`src/rtl/alpha_pkg.sv`:
```
// Shared fetch-stage definitions: FSM state encoding, reset/bubble defaults,
// and the widths agreed with the instruction memory.
// No logic; imported by the fetch unit, its IF/ID register and the bus interface.
package alpha_pkg;

  localparam int PC_WIDTH   = 32;
  localparam int INST_WIDTH = 32;

  localparam logic [PC_WIDTH-1:0]   RESET_VECTOR_DEFAULT = 32'h0000_0000;
  localparam logic [INST_WIDTH-1:0] NOP_INST_DEFAULT     = 32'h0000_0013; // addi x0,x0,0

  typedef enum logic [1:0] {
    FETCH_BOOT = 2'd0,
    FETCH_RUN  = 2'd1,
    FETCH_TRAP = 2'd2
  } fetch_state_t;

  // Instruction fetches must land on 4-byte boundaries.
  function automatic logic word_aligned(input logic [1:0] lsbs);
    return (lsbs == 2'b00);
  endfunction

endpackage

```
`src/rtl/fetch_unit_if.sv`:
```
// Fetch-stage bus bundle: instruction memory port, hazard/execute controls,
// IF/ID register outputs and trap report.
// master = fetch unit side, slave = surrounding pipeline / memory side.
interface fetch_unit_if
  import alpha_pkg::*;
#(
  parameter int PC_WIDTH_LENGTH   = PC_WIDTH,
  parameter int INST_WIDTH_LENGTH = INST_WIDTH
);
  logic [PC_WIDTH_LENGTH-1:0]   PC;
  logic [INST_WIDTH_LENGTH-1:0] inst;
  logic                         stall;
  logic                         redirect;
  logic [PC_WIDTH_LENGTH-1:0]   redirect_pc;
  logic                         if_id_valid;
  logic [INST_WIDTH_LENGTH-1:0] if_id_inst;
  logic [PC_WIDTH_LENGTH-1:0]   if_id_pc;
  logic [PC_WIDTH_LENGTH-1:0]   if_id_pc4;
  logic                         misalign_trap;
  logic [PC_WIDTH_LENGTH-1:0]   trap_pc;

  modport master (
    output PC, if_id_valid, if_id_inst, if_id_pc, if_id_pc4, misalign_trap, trap_pc,
    input  inst, stall, redirect, redirect_pc
  );

  modport slave (
    input  PC, if_id_valid, if_id_inst, if_id_pc, if_id_pc4, misalign_trap, trap_pc,
    output inst, stall, redirect, redirect_pc
  );
endinterface

```
`src/rtl/fetch_unit_if_id_reg.sv`:
```
// IF/ID pipeline register: captures fetched word with its pc and pc+4.
// Latency: one edge from load to outputs. Priority bubble > load > hold.
// Ports: clk/rst_n, load/bubble controls, inst_in/pc_in, registered valid/inst/pc/pc4.
module if_id_reg
  import alpha_pkg::*;
#(
  parameter int                          PC_WIDTH_LENGTH   = PC_WIDTH,
  parameter int                          INST_WIDTH_LENGTH = INST_WIDTH,
  parameter logic [INST_WIDTH_LENGTH-1:0] NOP_INST         = NOP_INST_DEFAULT
) (
  input  logic                         clk,
  input  logic                         rst_n,
  input  logic                         load,
  input  logic                         bubble,
  input  logic [INST_WIDTH_LENGTH-1:0] inst_in,
  input  logic [PC_WIDTH_LENGTH-1:0]   pc_in,
  output logic                         valid,
  output logic [INST_WIDTH_LENGTH-1:0] inst,
  output logic [PC_WIDTH_LENGTH-1:0]   pc,
  output logic [PC_WIDTH_LENGTH-1:0]   pc4
);

  always_ff @(posedge clk or negedge rst_n) begin
    if (!rst_n) begin
      valid <= 1'b0;
      inst  <= NOP_INST;
      pc    <= '0;
      pc4   <= '0;
    end else if (bubble) begin
      // pc/pc4 deliberately left alone: only valid/inst mark the slot empty
      valid <= 1'b0;
      inst  <= NOP_INST;
    end else if (load) begin
      valid <= 1'b1;
      inst  <= inst_in;
      pc    <= pc_in;
      pc4   <= pc_in + PC_WIDTH_LENGTH'(4); // wraps modulo 2^width
    end
  end

endmodule

```
`src/rtl/fetch_unit.sv`:
```
// Instruction fetch: owns PC, feeds instruction memory, fills IF/ID; traps misaligned redirects.
// Latency: word at PC in cycle n appears on if_id_* after the next edge; redirect costs one bubble.
// Backpressure: stall holds PC and IF/ID; redirect overrides stall; stall ignored in BOOT/TRAP.
// Ports: clk, rst_n, bus (fetch_unit_if.master: PC/inst, stall, redirect, IF/ID, trap).
module fetch_unit
  import alpha_pkg::*;
#(
  parameter int                          PC_WIDTH_LENGTH   = PC_WIDTH,
  parameter int                          INST_WIDTH_LENGTH = INST_WIDTH,
  parameter logic [PC_WIDTH_LENGTH-1:0]   RESET_VECTOR     = RESET_VECTOR_DEFAULT,
  parameter logic [INST_WIDTH_LENGTH-1:0] NOP_INST         = NOP_INST_DEFAULT
) (
  input  logic        clk,
  input  logic        rst_n,
  fetch_unit_if.master bus
);

  fetch_state_t                state, state_n;
  logic [PC_WIDTH_LENGTH-1:0]  pc_q, pc_n;
  logic [PC_WIDTH_LENGTH-1:0]  trap_pc_q, trap_pc_n;
  logic                        load, bubble;

  always_ff @(posedge clk or negedge rst_n) begin
    if (!rst_n) begin
      state     <= FETCH_BOOT;
      pc_q      <= RESET_VECTOR;
      trap_pc_q <= '0;
    end else begin
      state     <= state_n;
      pc_q      <= pc_n;
      trap_pc_q <= trap_pc_n;
    end
  end

  always_comb begin
    state_n   = state;
    pc_n      = pc_q;
    trap_pc_n = trap_pc_q;
    load      = 1'b0;
    bubble    = 1'b0;
    case (state)
      // BOOT shares RUN's redirect handling; otherwise it just spends one edge.
      FETCH_BOOT, FETCH_RUN: begin
        if (bus.redirect) begin
          bubble  = 1'b1;
          state_n = FETCH_RUN;
          if (word_aligned(bus.redirect_pc[1:0])) begin
            pc_n = bus.redirect_pc;
          end else begin
            trap_pc_n = bus.redirect_pc;
            state_n   = FETCH_TRAP;
          end
        end else if (state == FETCH_BOOT) begin
          state_n = FETCH_RUN;
        end else if (!bus.stall) begin
          load = 1'b1;
          pc_n = pc_q + PC_WIDTH_LENGTH'(4);
        end
      end
      FETCH_TRAP: begin
        bubble = 1'b1;
        if (bus.redirect) begin
          if (word_aligned(bus.redirect_pc[1:0])) begin
            pc_n    = bus.redirect_pc;
            state_n = FETCH_RUN;
          end else begin
            trap_pc_n = bus.redirect_pc;
          end
        end
      end
      default: begin
        state_n = FETCH_BOOT;
      end
    endcase
  end

  assign bus.PC            = pc_q;
  assign bus.misalign_trap = (state == FETCH_TRAP);
  assign bus.trap_pc       = trap_pc_q;

  if_id_reg #(
    .PC_WIDTH_LENGTH  (PC_WIDTH_LENGTH),
    .INST_WIDTH_LENGTH(INST_WIDTH_LENGTH),
    .NOP_INST         (NOP_INST)
  ) u_if_id (
    .clk    (clk),
    .rst_n  (rst_n),
    .load   (load),
    .bubble (bubble),
    .inst_in(bus.inst),
    .pc_in  (pc_q),
    .valid  (bus.if_id_valid),
    .inst   (bus.if_id_inst),
    .pc     (bus.if_id_pc),
    .pc4    (bus.if_id_pc4)
  );

endmodule
```
`src/flat_wrapper.sv`:
```
// flat-port wrapper written by rule: the top's interface ports become plain ports
module fetch_unit_flat import alpha_pkg::*;
#(
  parameter int                          PC_WIDTH_LENGTH   = PC_WIDTH,
  parameter int                          INST_WIDTH_LENGTH = INST_WIDTH,
  parameter logic [PC_WIDTH_LENGTH-1:0]   RESET_VECTOR     = RESET_VECTOR_DEFAULT,
  parameter logic [INST_WIDTH_LENGTH-1:0] NOP_INST         = NOP_INST_DEFAULT
)
  (clk, rst_n, bus_PC, bus_if_id_valid, bus_if_id_inst, bus_if_id_pc, bus_if_id_pc4, bus_misalign_trap, bus_trap_pc, bus_inst, bus_stall, bus_redirect, bus_redirect_pc);
  fetch_unit_if #(.PC_WIDTH_LENGTH(PC_WIDTH_LENGTH), .INST_WIDTH_LENGTH(INST_WIDTH_LENGTH)) bus_i ();
  input  logic clk;
  input  logic rst_n;
  output wire logic [$bits(bus_i.PC)-1:0] bus_PC;
  output wire logic [$bits(bus_i.if_id_valid)-1:0] bus_if_id_valid;
  output wire logic [$bits(bus_i.if_id_inst)-1:0] bus_if_id_inst;
  output wire logic [$bits(bus_i.if_id_pc)-1:0] bus_if_id_pc;
  output wire logic [$bits(bus_i.if_id_pc4)-1:0] bus_if_id_pc4;
  output wire logic [$bits(bus_i.misalign_trap)-1:0] bus_misalign_trap;
  output wire logic [$bits(bus_i.trap_pc)-1:0] bus_trap_pc;
  input wire logic [$bits(bus_i.inst)-1:0] bus_inst;
  input wire logic [$bits(bus_i.stall)-1:0] bus_stall;
  input wire logic [$bits(bus_i.redirect)-1:0] bus_redirect;
  input wire logic [$bits(bus_i.redirect_pc)-1:0] bus_redirect_pc;
  assign bus_PC = bus_i.PC;
  assign bus_if_id_valid = bus_i.if_id_valid;
  assign bus_if_id_inst = bus_i.if_id_inst;
  assign bus_if_id_pc = bus_i.if_id_pc;
  assign bus_if_id_pc4 = bus_i.if_id_pc4;
  assign bus_misalign_trap = bus_i.misalign_trap;
  assign bus_trap_pc = bus_i.trap_pc;
  assign bus_i.inst = bus_inst;
  assign bus_i.stall = bus_stall;
  assign bus_i.redirect = bus_redirect;
  assign bus_i.redirect_pc = bus_redirect_pc;
  fetch_unit #(.PC_WIDTH_LENGTH(PC_WIDTH_LENGTH), .INST_WIDTH_LENGTH(INST_WIDTH_LENGTH), .RESET_VECTOR(RESET_VECTOR), .NOP_INST(NOP_INST)) u_core (.clk(clk), .rst_n(rst_n), .bus(bus_i));
endmodule
```
`config.mk`:
```
export PLATFORM = sky130hd
export DESIGN_NAME = fetch_unit_flat
export DESIGN_NICKNAME = d
export VERILOG_FILES = /design/src/rtl/alpha_pkg.sv /design/src/rtl/fetch_unit_if.sv /design/src/rtl/fetch_unit_if_id_reg.sv /design/src/rtl/fetch_unit.sv /design/src/flat_wrapper.sv
export SDC_FILE = /design/constraint.sdc
export NUM_CORES = 1
export LEC_CHECK = 0
export CORE_ASPECT_RATIO = 1.5
export CORE_MARGIN = 3
export CORE_UTILIZATION = 42
export DETAILED_ROUTE_END_ITERATION = 7
export HOLD_SLACK_MARGIN = 0.08
export PLACE_DENSITY = 0.79
export SETUP_SLACK_MARGIN = 0.3
export SYNTH_ARGS = -nofsm -noshare
export SYNTH_HDL_FRONTEND = slang
export SYNTH_SLANG_ARGS = --single-unit
```
`constraint.sdc`:
```
create_clock -name clk -period 1.73 [get_ports clk]
set_input_delay 0.2595 -clock clk [delete_from_list [all_inputs] [get_ports clk]]
set_output_delay 0.2595 -clock clk [all_outputs]
set_load 0.02 [all_outputs]
```
Word-level counts from Yosys, hierarchy flattened

Cells that the tools add are included.

Bits in registers: 163
Bits of input ports: 68
Output and inout port bits: 162
Logic and storage cells: 49

$add $sub $neg: 1
Equal/unequal tests: 7
Multiplexer cells: 22
Bitwise operators: 2
Reductions and logical operators: 10

Operator list:

| operator                | number |
|---|---|
| $mux W32                | 7 |
| $pmux W32 S2            | 1 |
| $add A32 B3 Y32 const B | 1 |
| $mux W2                 | 5 |
| $mux W1                 | 7 |
| $ne A3 B3 Y1 const B    | 2 |
| $reduce_and A3 Y1       | 2 |
| $logic_not A2 Y1        | 2 |
| $ne A2 B1 Y1 const B    | 2 |
| $pmux W2 S2             | 1 |
| $reduce_and A4 Y1       | 1 |
| $reduce_bool A2 Y1      | 2 |
| $ne A3 B2 Y1 const B    | 1 |
| $reduce_or A3 Y1        | 1 |
| $eq A2 B1 Y1 const B    | 1 |
| $eq A2 B2 Y1 const B    | 1 |
| $not A1 Y1              | 2 |
| $pmux W1 S2             | 1 |
| $reduce_and A2 Y1       | 1 |
| $reduce_or A2 Y1        | 1 |

Longest topological paths before layout

Gate-level depths: netlist of the first run.

Word-level depth: 6
Mapped depth: 8
Depth with buffers taken out: 6

Hierarchy

From an unflattened synthesis of the first run, not the netlist that was laid out.

Cells, all modules: 763
Area total of the unflattened synthesis: 7,636.1 µm²

Modules (own cells, without submodules):

| module     | instances | cells an instance | area each (µm²) | seq. area each (µm²) |
|---|---|---|---|---|
| if_id_reg  | 1         | 444               | 4,254.1         | 2,381.0 |
| fetch_unit | 1         | 319               | 3,382.0         | 1,651.6 |

Worst setup path before layout of the first run

No wires, ideal clock.

Kind: register to register
Start point: register u_core.pc_q[2], in the netlist u_core.bus.PC[2]
End point: register u_core.pc_q[12], in the netlist u_core.bus.PC[12]
Library setup time: 127 ps
Arrival: 1,858 ps
Data required time: 1,603 ps
Path slack: -254 ps
Cell stages (with the launch flop): 7
Buffers on the path: 0
Path through: dfrtp_1 > ha_1 > nand3_1 > nor3_4 > nand3_1 > o22ai_1 > o2bb2a_1

Word-level cells in the longest chain between the ends: 5

Ends and longest elaborated chain:

| item                   | RTL line         | RTL |
|---|---|---|
| from (decl)            | fetch_unit.sv:19 | `logic [PC_WIDTH_LENGTH-1:0] pc_q, pc_n;` |
| from (signal assigned) | fetch_unit.sv:30 | `pc_q <= pc_n;` |
| $add A32 B3 Y32        | fetch_unit.sv:57 | `pc_n = pc_q + PC_WIDTH_LENGTH'(4);` |
| $mux W32               | fetch_unit.sv:55 | `end else if (!bus.stall) begin` |
| $mux W32               | fetch_unit.sv:53 | `end else if (state == FETCH_BOOT) begin` |
| $mux W32               | fetch_unit.sv:44 | `if (bus.redirect) begin` |
| $pmux W32 S2           | fetch_unit.sv:41 | `case (state)` |

No other way between the ends. The select of a mux whose other input is x is not followed.
A chain may end at the register's enable or synchronous reset.

Worst setup path in the final report of the first run

Start point: register u_core.pc_q[2], in the netlist u_core.bus.PC[2]
End point: register u_core.u_if_id.pc4[28]

Word-level cells in the longest chain between the ends: 1

Ends and longest elaborated chain:

| item                 | RTL line                   | RTL |
|---|---|---|
| $add A32 B3 Y32      | fetch_unit_if_id_reg.sv:37 | `pc4 <= pc_in + PC_WIDTH_LENGTH'(4);` |
| to (signal assigned) | fetch_unit_if_id_reg.sv:37 |  |
| to (decl)            | fetch_unit_if_id_reg.sv:20 | `output logic [PC_WIDTH_LENGTH-1:0] pc4` |

No other way between the ends.

==> results of run 1 <==
power groups by stage:
stage	sequential (mW)	combinational, mW	clock, mW
floorplan	7.61	2.35	0
global placement	5.97	7.96	0
detailed placement	6.03	8.07	0
CTS	5.97	8.23	3.82
global route	6.48	10.5	4.02
finish	6.35	10.0	3.83
registers in the layout, summed over array words and instances (netlist names):
| signal | count |
|---|---|
| u_core.bus.PC | 32 |
| u_core.u_if_id.inst | 32 |
| u_core.state | 2 |
| u_core.u_if_id.pc | 32 |
| u_core.u_if_id.valid | 1 |
| u_core.bus.trap_pc | 32 |
| u_core.u_if_id.pc4 | 30 |
layout make-up:
class	count	area, µm²
clock buffer	23	478
clock inverter	9	109
fill	831	3220
inverter	6	25.0
multi-input combinational	457	3970
sequential	161	4060
tap	206	258
timing repair buffer	397	4220
routing by layer:
metal | GRT usage, % | share of wire [%] | wire length, µm
met1 | 33.0 | 36 | 11200
met2 | 52.7 | 52 | 16000
met3 | 6.16 | 6.7 | 2070
met4 | 13.9 | 5.6 | 1730
met5 | 0 | 0 | 0
cells by family (layout without fill, tap and decap cells):
kind of cell / Yosys count / after routing
multiplexers: 30 / 30
AO/OA/AOI/OAI: 152 / 153
AND/OR/NAND/NOR: 243 / 247
XOR/XNOR: 26 / 26
buffers and inverters: 54 / 435
adder cells (fa/ha/maj): 1 / 1
flip-flops: 161 / 161
timing repair:
action | CTS | global route
setup endpoints to repair | 314 | 236
endpoints found under the hold margin | 59 | 0
buffers inserted | 40 | 24
resized for setup | 420 | 358
cloned | 19 | 5
hold buffers | 1 | 0
pin swaps | 50 | 89
final timing paths:
check,slack [ps],end,start
worst max-delay path,-70,u_core.u_if_id.pc4[28],u_core.bus.PC[2]
worst min-delay path,290,u_core.u_if_id.pc[3],rst_n
worst max register to register,-70,u_core.u_if_id.pc4[28],u_core.bus.PC[2]
worst min register to register,470,u_core.bus.trap_pc[0],u_core.bus.trap_pc[0]
max in group asynchronous,720,u_core.bus.PC[21],rst_n
min in group clk,360,u_core.u_if_id.inst[0],bus_inst[0]
placed cells by master (no fill, tap or decap), types with 30 or more instances in the layout:
| cell type | instances |
|---|---|
| sky130_fd_sc_hd__buf_4 | 77 |
| sky130_fd_sc_hd__clkdlybuf4s50_1 | 65 |
| sky130_fd_sc_hd__nand2_1 | 84 |
| sky130_fd_sc_hd__nand2_2 | 38 |
| sky130_fd_sc_hd__buf_6 | 65 |
| sky130_fd_sc_hd__mux2_4 | 30 |
| sky130_fd_sc_hd__clkdlybuf4s15_1 | 47 |
| sky130_fd_sc_hd__dfrtp_1 | 134 |
| sky130_fd_sc_hd__dlygate4sd2_1 | 53 |
| sky130_fd_sc_hd__nand2_4 | 30 |
stage by stage:
step / hold WS (ps) / setup TNS (ps)
after floorplan: -36.1 / -4.79
after global placement: 188 / -28880
after detailed placement: 190 / -32320
after CTS: 300 / 0
after global routing: 322 / -1730
final: 290 / -1200
==> flow_metrics.env, run 1 <==
export IMPL_synthToLayoutAreaGrowth_pct=86.8
export IMPL_min_period_ps=1800
export IMPL_layout_nets=1109
export IMPL_hold_path_class="in -> async"
export IMPL_die_w_um=112
export IMPL_critPathMaxStageDelay_ps=440
export IMPL_synth_ff_type="sky130_fd_sc_hd__dfrtp_1"
export IMPL_cts_sink_count=161
export IMPL_timing_critical_path_fanout_max=3
export IMPL_muxShareOfSynthArea_pct=4.81
export IMPL_synth_edf_count=0
export IMPL_syn_instance_count=667
export IMPL_design_die_area_um2=18300
export IMPL_dp_hpwl_um=16300
export IMPL_synth_seq_cells=161
export IMPL_avgViaCountPerCell=5.81
export IMPL_stdcell_area_um2=13100
export IMPL_tritoncts_num_buffers=17
export IMPL_hold_viol=0
export IMPL_dp_cells=1138
export IMPL_power_dens_cells_nw_per_um2=1540
export IMPL_final_critical_path_setup_slack_ps=-74.6
export IMPL_ioPinCount=230
export IMPL_cts_root_buf="sky130_fd_sc_hd__clkbuf_16"
export IMPL_remaining_drc_errors=0
export IMPL_path_depth=6
export IMPL_synth_top_area_share_pct=56.3
export IMPL_initial_utilization_pct=43.0
export IMPL_rsz0062_at_grt="true"
export IMPL_num_vias=7314
export IMPL_place_port_buffers=229
export IMPL_layout_cells_non_filler=1259
export IMPL_total_power_mw=20.2
export IMPL_grt_overflow_total=0
export IMPL_grt_util_all_layers_pct=29.3
export IMPL_final_max_slew_viols=0
export IMPL_post_route_period_util_pct=104
export IMPL_worst_slew_pin_transition_ps=387
export IMPL_grt_pass1_vias=7212
export IMPL_clkPwrFrac_pct=19.0
export IMPL_detail_route_antenna_nets=0
export IMPL_switching_share_pct=40.9
export IMPL_cp_cell_sequence="ha_4 > and4_4 > nand3_4 > or3_4 > xor2_4 > o21ai_2"
export IMPL_yosysSeqAreaShare_pct=57.4
export IMPL_drtIter0Drc=559
export IMPL_drv_max_cap_violation_count=0
export IMPL_largest_net_degree_at_the_start_of_global_routing=38
export IMPL_cts_root_to_sink_buffers=2
export IMPL_yosys_area_share_simple_pct=16.3
export IMPL_synth_xor_xnor_area_share_pct=3.24
export IMPL_crit_path_end_kind="flop"
export IMPL_cp_data_arrival_time_ps=2140
export IMPL_comb_power_share_pct=49.6
export IMPL_wl_per_cell_um=24.6
export IMPL_die_height_um=164
export IMPL_clock_latency_ps=450
export IMPL_cts_clk_pin_slew_worst_paths_ps=70
export IMPL_combined_area_of_all_synthesized_cells_um2=7020
export IMPL_grt_antenna_before_repair=0
export IMPL_synth_nets=736
export IMPL_wire_length_of_the_first_global_routing_pass_um=41200
export IMPL_placement_cell_area_um2=10300
export IMPL_worst_slew_margin_rel_pct=74.2
export IMPL_synth_area_leader_cell="sky130_fd_sc_hd__dfrtp_1"
export IMPL_cell_internal_pwr_mw=11.9
export IMPL_required_ps=2060
export IMPL_max_vdd_ir_drop_mv=0.866
export IMPL_p_seq_share_pct=31.5
export IMPL_maxClockFrequency_mhz=554
export IMPL_drtPass1Iterations=5
export IMPL_finalWeightedCongestion=0.846
export IMPL_post_synth_adder_cell_area_pct=0.178
export IMPL_criticalPathCategory="reg -> reg"
export IMPL_clock_tree_from_tritoncts="done"
export IMPL_detailedPlace_worstSlack_ps=-297
export IMPL_htree_num_levels=4
export IMPL_run_status="finished with violations"
export IMPL_async_flop_share_pct=100
export IMPL_placeableCoreArea_um2=16300
export IMPL_sum_of_buffers_and_inverters_on_the_critical_path=0
export IMPL_synth_most_common_cell="sky130_fd_sc_hd__dfrtp_1"
export IMPL_synthTopCellsByArea="sky130_fd_sc_hd__dfrtp_1 (56%), sky130_fd_sc_hd__nand2_1 (8.2%), sky130_fd_sc_hd__mux2_2 (4.8%), sky130_fd_sc_hd__a22o_1 (3.6%), sky130_fd_sc_hd__o21ai_0 (2.6%)"
export IMPL_failed_checks="setup timing"
export IMPL_synth_distinct_cells=56
export IMPL_num_rows=57
export IMPL_synth_warnings=0
export IMPL_timing_critical_path_max_delay_family="simple AND/OR/NAND/NOR gates"
export IMPL_critical_path_startpoint_type="flop"
export IMPL_syn_avg_cell_area_um2=10.5
export IMPL_synth_compound_gate_area_share_pct=14.4
export IMPL_power_static_leakage_nw=6.07
export IMPL_final_core_util_pct=80.3
export IMPL_finalSetupViolCount=42
export IMPL_synth_top_cells_by_count="sky130_fd_sc_hd__dfrtp_1 (158), sky130_fd_sc_hd__nand2_1 (153), sky130_fd_sc_hd__o21ai_0 (37), sky130_fd_sc_hd__a21oi_1 (34), sky130_fd_sc_hd__mux2_2 (30)"
export IMPL_slowest_stage="sky130_fd_sc_hd__dfrtp_2"
export IMPL_largest_family_of_logic_cells_by_synthesized_area="simple AND/OR/NAND/NOR gates"
export IMPL_net_switching_power_mw=8.26
export IMPL_r2r_cells=6
export IMPL_wirelength_um=31000
export IMPL_antennaDiodeCount=0
export IMPL_final_setup_skew_ps=11.1
export IMPL_share_of_final_layout_standard_cells_stronger_than_drive_strength_1_pct=48.9
No activity file was read; power rests on OpenSTA's default activity.
==> run 2, diff against run 1 <==
--- a/config.mk
+++ b/config.mk
@@ -6,12 +6,12 @@
 export NUM_CORES = 1
 export LEC_CHECK = 0
 export CORE_ASPECT_RATIO = 1.5
-export CORE_MARGIN = 3
-export CORE_UTILIZATION = 42
+export CORE_UTILIZATION = 35
 export DETAILED_ROUTE_END_ITERATION = 7
 export HOLD_SLACK_MARGIN = 0.08
-export PLACE_DENSITY = 0.79
+export PLACE_DENSITY = 0.68
 export SETUP_SLACK_MARGIN = 0.3
 export SYNTH_ARGS = -nofsm -noshare
 export SYNTH_HDL_FRONTEND = slang
 export SYNTH_SLANG_ARGS = --single-unit
+export TNS_END_PERCENT = 5
==> run 2 against run 1 <==
- the flow now finishes without violations
- register-to-register slack improved by 97 ps
- largest cell class is now flip-flops and latches
- worst setup slack improved by 97 ps
- maximum frequency increased by 5.7%
==> flow_metrics.env, run 2 (synthesized netlist as in run 1, its figures left out) <==
export IMPL_run_status="finished, final reports clean"
export IMPL_grt_antenna_before_repair=0
export IMPL_detailedPlace_worstSlack_ps=-415
export IMPL_cp_startpoint="u_core.state[1]"
export IMPL_wirelength_um=23600
export IMPL_r2r_start="u_core.state[1]"
export IMPL_clock_latency_ps=430
export IMPL_rsz0062_at_grt="true"
export IMPL_final_setup_skew_ps=12.5
export IMPL_avgViaCountPerCell=5.14
export IMPL_routed_wl_met2_um=12200
export IMPL_maxUsedRoutingLayer="met4"
export IMPL_design_die_area_um2=20600
export IMPL_cts_root_to_sink_buffers=2
export IMPL_grt_overflow_total=0
export IMPL_layout_area_seq_um2=4060
export IMPL_finalWeightedCongestion=0.852
export IMPL_r2r_cells=5
export IMPL_power_static_leakage_nw=5.10
export IMPL_regToRegEndpoint="u_core.bus.PC[17]"
export IMPL_placeableCoreArea_um2=19700
export IMPL_maxClockFrequency_mhz=586
export IMPL_routedLengthMet1_um=9070
export IMPL_wl_per_cell_um=18.8
export IMPL_initial_utilization_pct=35.6
export IMPL_antennaDiodeCount=0
export IMPL_total_power_mw=18.5
export IMPL_die_height_um=175
export IMPL_drtPass1Iterations=5
export IMPL_cp_data_arrival_time_ps=2010
export IMPL_min_period_ps=1710
export IMPL_worst_slew_margin_rel_pct=66.5
export IMPL_place_port_buffers=229
export IMPL_share_of_final_layout_standard_cells_stronger_than_drive_strength_1_pct=31.9
export IMPL_met3_length_um=1070
export IMPL_hold_viol=0
export IMPL_hold_path_class="in -> async"
export IMPL_fin_setup_tns_ps=0
export IMPL_ioPinCount=230
export IMPL_dp_hpwl_um=16600
export IMPL_die_w_um=118
export IMPL_tritoncts_num_buffers=17
export IMPL_most_frequent_standard_cell_in_the_layout_excluding_fill_and_tap_cells="sky130_fd_sc_hd__clkdlybuf4s50_1"
export IMPL_setup_worst_path_end="u_core.bus.PC[17]"
export IMPL_power_dens_cells_nw_per_um2=1600
export IMPL_post_route_period_util_pct=98.7
export IMPL_critical_path_startpoint_type="flop"
export IMPL_finalSetupViolCount=0
export IMPL_detail_route_antenna_nets=0
export IMPL_htree_num_levels=4
export IMPL_dp_cells=1192
export IMPL_cts_clk_pin_slew_worst_paths_ps=60
export IMPL_layout_cells_non_filler=1256
export IMPL_criticalPathCategory="reg -> reg"
export IMPL_clock_tree_from_tritoncts="done"
export IMPL_num_fill_cells=1623
export IMPL_whs_ps=368
export IMPL_multi_input_area_um2=3190
export IMPL_grt_util_all_layers_pct=22.8
export IMPL_worst_slew_pin_transition_ps=502
export IMPL_mostFrequentLayoutCells="sky130_fd_sc_hd__clkdlybuf4s50_1 (189), sky130_fd_sc_hd__dfrtp_1 (140), sky130_fd_sc_hd__nand2_1 (126)"
export IMPL_regToRegSetupSlack_ps=20
export IMPL_final_max_slew_viols=0
export IMPL_drv_max_cap_violation_count=0
export IMPL_largest_net_degree_at_the_start_of_global_routing=49
export IMPL_cts_root_buf="sky130_fd_sc_hd__clkbuf_16"
export IMPL_required_ps=2030
export IMPL_cts_sink_count=161
export IMPL_num_vias=6455
export IMPL_final_critical_path_setup_slack_ps=22.7
export IMPL_max_vdd_ir_drop_mv=0.771
export IMPL_wire_length_of_the_first_global_routing_pass_um=36300
export IMPL_remaining_drc_errors=0
export IMPL_num_rows=63
export IMPL_layout_nets=1055
export IMPL_synthToLayoutAreaGrowth_pct=64.7
export IMPL_drtIter0Drc=350
export IMPL_grt_pass1_vias=6552
export IMPL_timing_critical_path_fanout_max=7
export IMPL_crit_path_end_kind="flop"
## run 2: stage by stage
stage	utilization, %	instance area, µm²
after floorplan	-	7110
final	58.7	11600
after global placement	52.1	10300
after CTS	56.4	11100
after global routing	58.7	11600
after detailed placement	52.1	10300
## run 2: power breakdown
part	internal (mW)	leakage (nW)	switching, mW
combinational	4.23	2.87	4.52
sequential	5.06	1.96	0.993
clock	2.17	0.265	1.48
total	11.5	5.10	6.99
## run 2: area by class of cell
cell class	count	share of cell area, %
Tap cell	260	2.81
Clock inverter	6	0.736
Sequential cell	161	35.1
Timing Repair Buffer	348	29.5
Multi-Input combinational cell	452	27.6
Clock buffer	23	4.05
Inverter	6	0.195
## run 2: how the worst min path moves through the flow
| stage | startpoint | end | depth (start not counted) |
|---|---|---|---|
| 2_1_floorplan | rst_n | u_core.bus.PC[0] | 0 |
| 3_3_place_gp | rst_n | u_core.bus.trap_pc[3] | 1 |
| 3_5_place_dp | rst_n | u_core.bus.trap_pc[2] | 1 |
| 4_1_cts | rst_n | u_core.bus.trap_pc[3] | 2 |
| 5_1_grt | rst_n | u_core.bus.trap_pc[3] | 2 |
| 6_report | rst_n | u_core.bus.trap_pc[3] | 2 |
## run 2: critical path, stage by stage (launching register included)
cell                      delay (ps)
sky130_fd_sc_hd__dfrtp_2         450
sky130_fd_sc_hd__nor4b_4         400
sky130_fd_sc_hd__a21oi_4         130
sky130_fd_sc_hd__buf_6           160
sky130_fd_sc_hd__a21o_1          160
sky130_fd_sc_hd__a221o_1         290
## run 2: layer usage
metal | global-route usage (%) | up-vias
li1 | - | 2978
met5 | 0 | -
met4 | 12.8 | 0
met2 | 40.0 | 235
met1 | 25.7 | 3183
met3 | 4.55 | 59
## run 2: timing repair
| item | 4_1_cts | 5_1_grt |
|---|---|---|
| buffers inserted | 10 | 21 |
| pin swaps | 55 | 21 |
| hold buffers | 1 | 0 |
| endpoints found under the hold margin | 39 | 0 |
| cloned | 0 | 3 |
| resized for setup | 243 | 74 |
| endpoints found under the setup margin | 317 | 302 |
==> run 3, diff against run 2 <==
--- a/config.mk
+++ b/config.mk
@@ -6,10 +6,11 @@
 export NUM_CORES = 1
 export LEC_CHECK = 0
 export CORE_ASPECT_RATIO = 1.5
-export CORE_UTILIZATION = 35
+export CORE_UTILIZATION = 42
+export CTS_BUF_LIST = sky130_fd_sc_hd__clkbuf_16
 export DETAILED_ROUTE_END_ITERATION = 7
 export HOLD_SLACK_MARGIN = 0.08
-export PLACE_DENSITY = 0.68
+export PLACE_DENSITY = 0.79
 export SETUP_SLACK_MARGIN = 0.3
 export SYNTH_ARGS = -nofsm -noshare
 export SYNTH_HDL_FRONTEND = slang
==> run 3 against run 2 <==
- the run now ends with setup timing left
- critical path type unchanged
- largest power group unchanged
- die area shrank 16%
- highest routed layer unchanged
- sequential power is essentially flat
- count of clock-buffer cells in the layout shrank 6
==> flow_metrics.env, run 3 (synthesized netlist as in run 1, its figures left out) <==
export IMPL_timing_critical_path_fanout_max=4
export IMPL_layout_cells_non_filler=1187
export IMPL_most_frequent_standard_cell_in_the_layout_excluding_fill_and_tap_cells="sky130_fd_sc_hd__dfrtp_1"
export IMPL_wire_length_of_the_first_global_routing_pass_um=33300
export IMPL_final_max_slew_viols=0
export IMPL_tritoncts_num_buffers=17
export IMPL_num_rows=57
export IMPL_drtIter0Drc=362
export IMPL_cp_data_arrival_time_ps=2060
export IMPL_place_port_buffers=229
export IMPL_critPathMaxStageDelay_ps=390
export IMPL_wirelength_um=22200
export IMPL_remaining_drc_errors=0
export IMPL_drv_max_cap_violation_count=0
export IMPL_min_period_ps=1750
export IMPL_criticalPathCategory="reg -> reg"
export IMPL_post_route_period_util_pct=101
export IMPL_cp_cell_sequence="buf_12 > ha_4 > and4_4 > nand3_4 > or3_4 > o22ai_1 > a2bb2oi_2"
export IMPL_dp_cells=1133
export IMPL_run_status="finished with violations"
export IMPL_total_power_mw=18.1
export IMPL_dp_hpwl_um=15200
export IMPL_grt_antenna_before_repair=0
export IMPL_rsz0062_at_grt="true"
export IMPL_num_vias=6393
export IMPL_critical_path_startpoint_type="flop"
export IMPL_die_w_um=108
export IMPL_initial_utilization_pct=43.2
export IMPL_wl_per_cell_um=18.7
export IMPL_finalSetupViolCount=2
export IMPL_ioPinCount=230
export IMPL_hold_viol=0
export IMPL_detail_route_antenna_nets=0
export IMPL_final_setup_skew_ps=8.92
export IMPL_synthToLayoutAreaGrowth_pct=63.2
export IMPL_stdcell_area_um2=11500
export IMPL_placeableCoreArea_um2=16300
export IMPL_cts_root_buf="sky130_fd_sc_hd__clkbuf_16"
export IMPL_layout_nets=1037
export IMPL_htree_num_levels=4
export IMPL_grt_use_met2_pct=44.5
export IMPL_worst_slew_pin_transition_ps=528
export IMPL_avgViaCountPerCell=5.39
export IMPL_cts_clk_pin_slew_worst_paths_ps=70
export IMPL_grt_overflow_total=0
export IMPL_grt_busiest_layer="met2"
export IMPL_worst_slew_margin_rel_pct=64.8
export IMPL_final_critical_path_setup_slack_ps=-18.4
export IMPL_die_height_um=160
export IMPL_largest_net_degree_at_the_start_of_global_routing=50
export IMPL_clock_tree_from_tritoncts="done"
export IMPL_design_die_area_um2=17200
export IMPL_drtPass1Iterations=5
export IMPL_antennaDiodeCount=0
export IMPL_share_of_final_layout_standard_cells_stronger_than_drive_strength_1_pct=31.3
export IMPL_finalWeightedCongestion=0.820
export IMPL_failed_checks="setup timing"
export IMPL_power_static_leakage_nw=5.92
export IMPL_max_vdd_ir_drop_mv=0.922
export IMPL_placement_cell_area_um2=10200
export IMPL_clock_latency_ps=430
export IMPL_hold_path_class="in -> async"
export IMPL_global_route_usage_met3_pct=4.26
export IMPL_grt_util_all_layers_pct=25.2
export IMPL_crit_path_end_kind="flop"
export IMPL_cts_sink_count=161
export IMPL_maxClockFrequency_mhz=572
export IMPL_mostFrequentLayoutCells="sky130_fd_sc_hd__dfrtp_1 (142), sky130_fd_sc_hd__nand2_1 (117), sky130_fd_sc_hd__dlygate4sd2_1 (77)"
export IMPL_grt_pass1_vias=6244
export IMPL_cts_root_to_sink_buffers=2
export IMPL_power_dens_cells_nw_per_um2=1580
export IMPL_required_ps=2040
export IMPL_slowest_stage="sky130_fd_sc_hd__dfrtp_2"
export IMPL_use_met1_pct=29.7
-- run 3: worst paths after layout --
path | to | slack (ps) | from | cells after the start
min in group clk | u_core.state[1] | 330 | bus_redirect | 3
min | u_core.bus.PC[0] | 330 | rst_n | 2
max in group asynchronous | u_core.bus.PC[31] | 810 | rst_n | 3
min reg2reg | u_core.u_if_id.pc[9] | 470 | u_core.u_if_id.pc[9] | 2
max | u_core.bus.PC[28] | -20 | u_core.bus.PC[3] | 7
max reg2reg | u_core.bus.PC[28] | -20 | u_core.bus.PC[3] | 7
-- run 3: critical path, delay by kind of cell (launching register included) --
family,cells,cell delay (ps)
AOI/OAI and AO/OA,2,250
DFF,1,390
and+or+nand+nor,3,720
adders and majority gates,1,150
buffers and inverters,1,120
-- run 3: layer usage --
layer	part of all wire, %	up-vias
li1	-	2947
met1	39	3139
met2	52	259
met3	5.9	48
met4	2.9	0
met5	0	-
-- run 3: per-stage QoR --
step | TNS [ps] | hold WS [ps] | util [%] | worst slack [ps]
floorplan | -12.5 | -36.1 | - | -6.54
global placement | -30800 | 207 | 62.8 | -343
detailed placement | -38960 | 218 | 62.8 | -412
CTS | -112 | 332 | 66.9 | -34.5
global route | -663 | 355 | 70.5 | -91.8
finish | -21.8 | 325 | 70.5 | -18.4
-- run 3: area by class of cell --
cell class / count / area [µm²]
Timing Repair Buffer: 330 / 3330
Tap cell: 206 / 258
Clock inverter: 15 / 203
Clock buffer: 17 / 425
Multi-Input combinational cell: 452 / 3160
Sequential cell: 161 / 4050
Fill cell: 1174 / 4800
Inverter: 6 / 22.5
-- run 3: power breakdown --
part	leakage [nW]	internal (mW)	switching (mW)	total, mW
Sequential	1.97	5.05	1.01	6.06
Clock	0.303	2.32	1.67	3.99
Combinational	3.65	3.68	4.40	8.08
-- run 3: repair_timing --
| item | CTS | global route |
|---|---|---|
| buffers inserted | 5 | 13 |
| cloned | 0 | 3 |
| pin swaps | 52 | 69 |
| endpoints found under the setup margin | 319 | 239 |
| resized for setup | 273 | 134 |
| hold endpoints to repair | 33 | 0 |
| hold buffers | 1 | 0 |
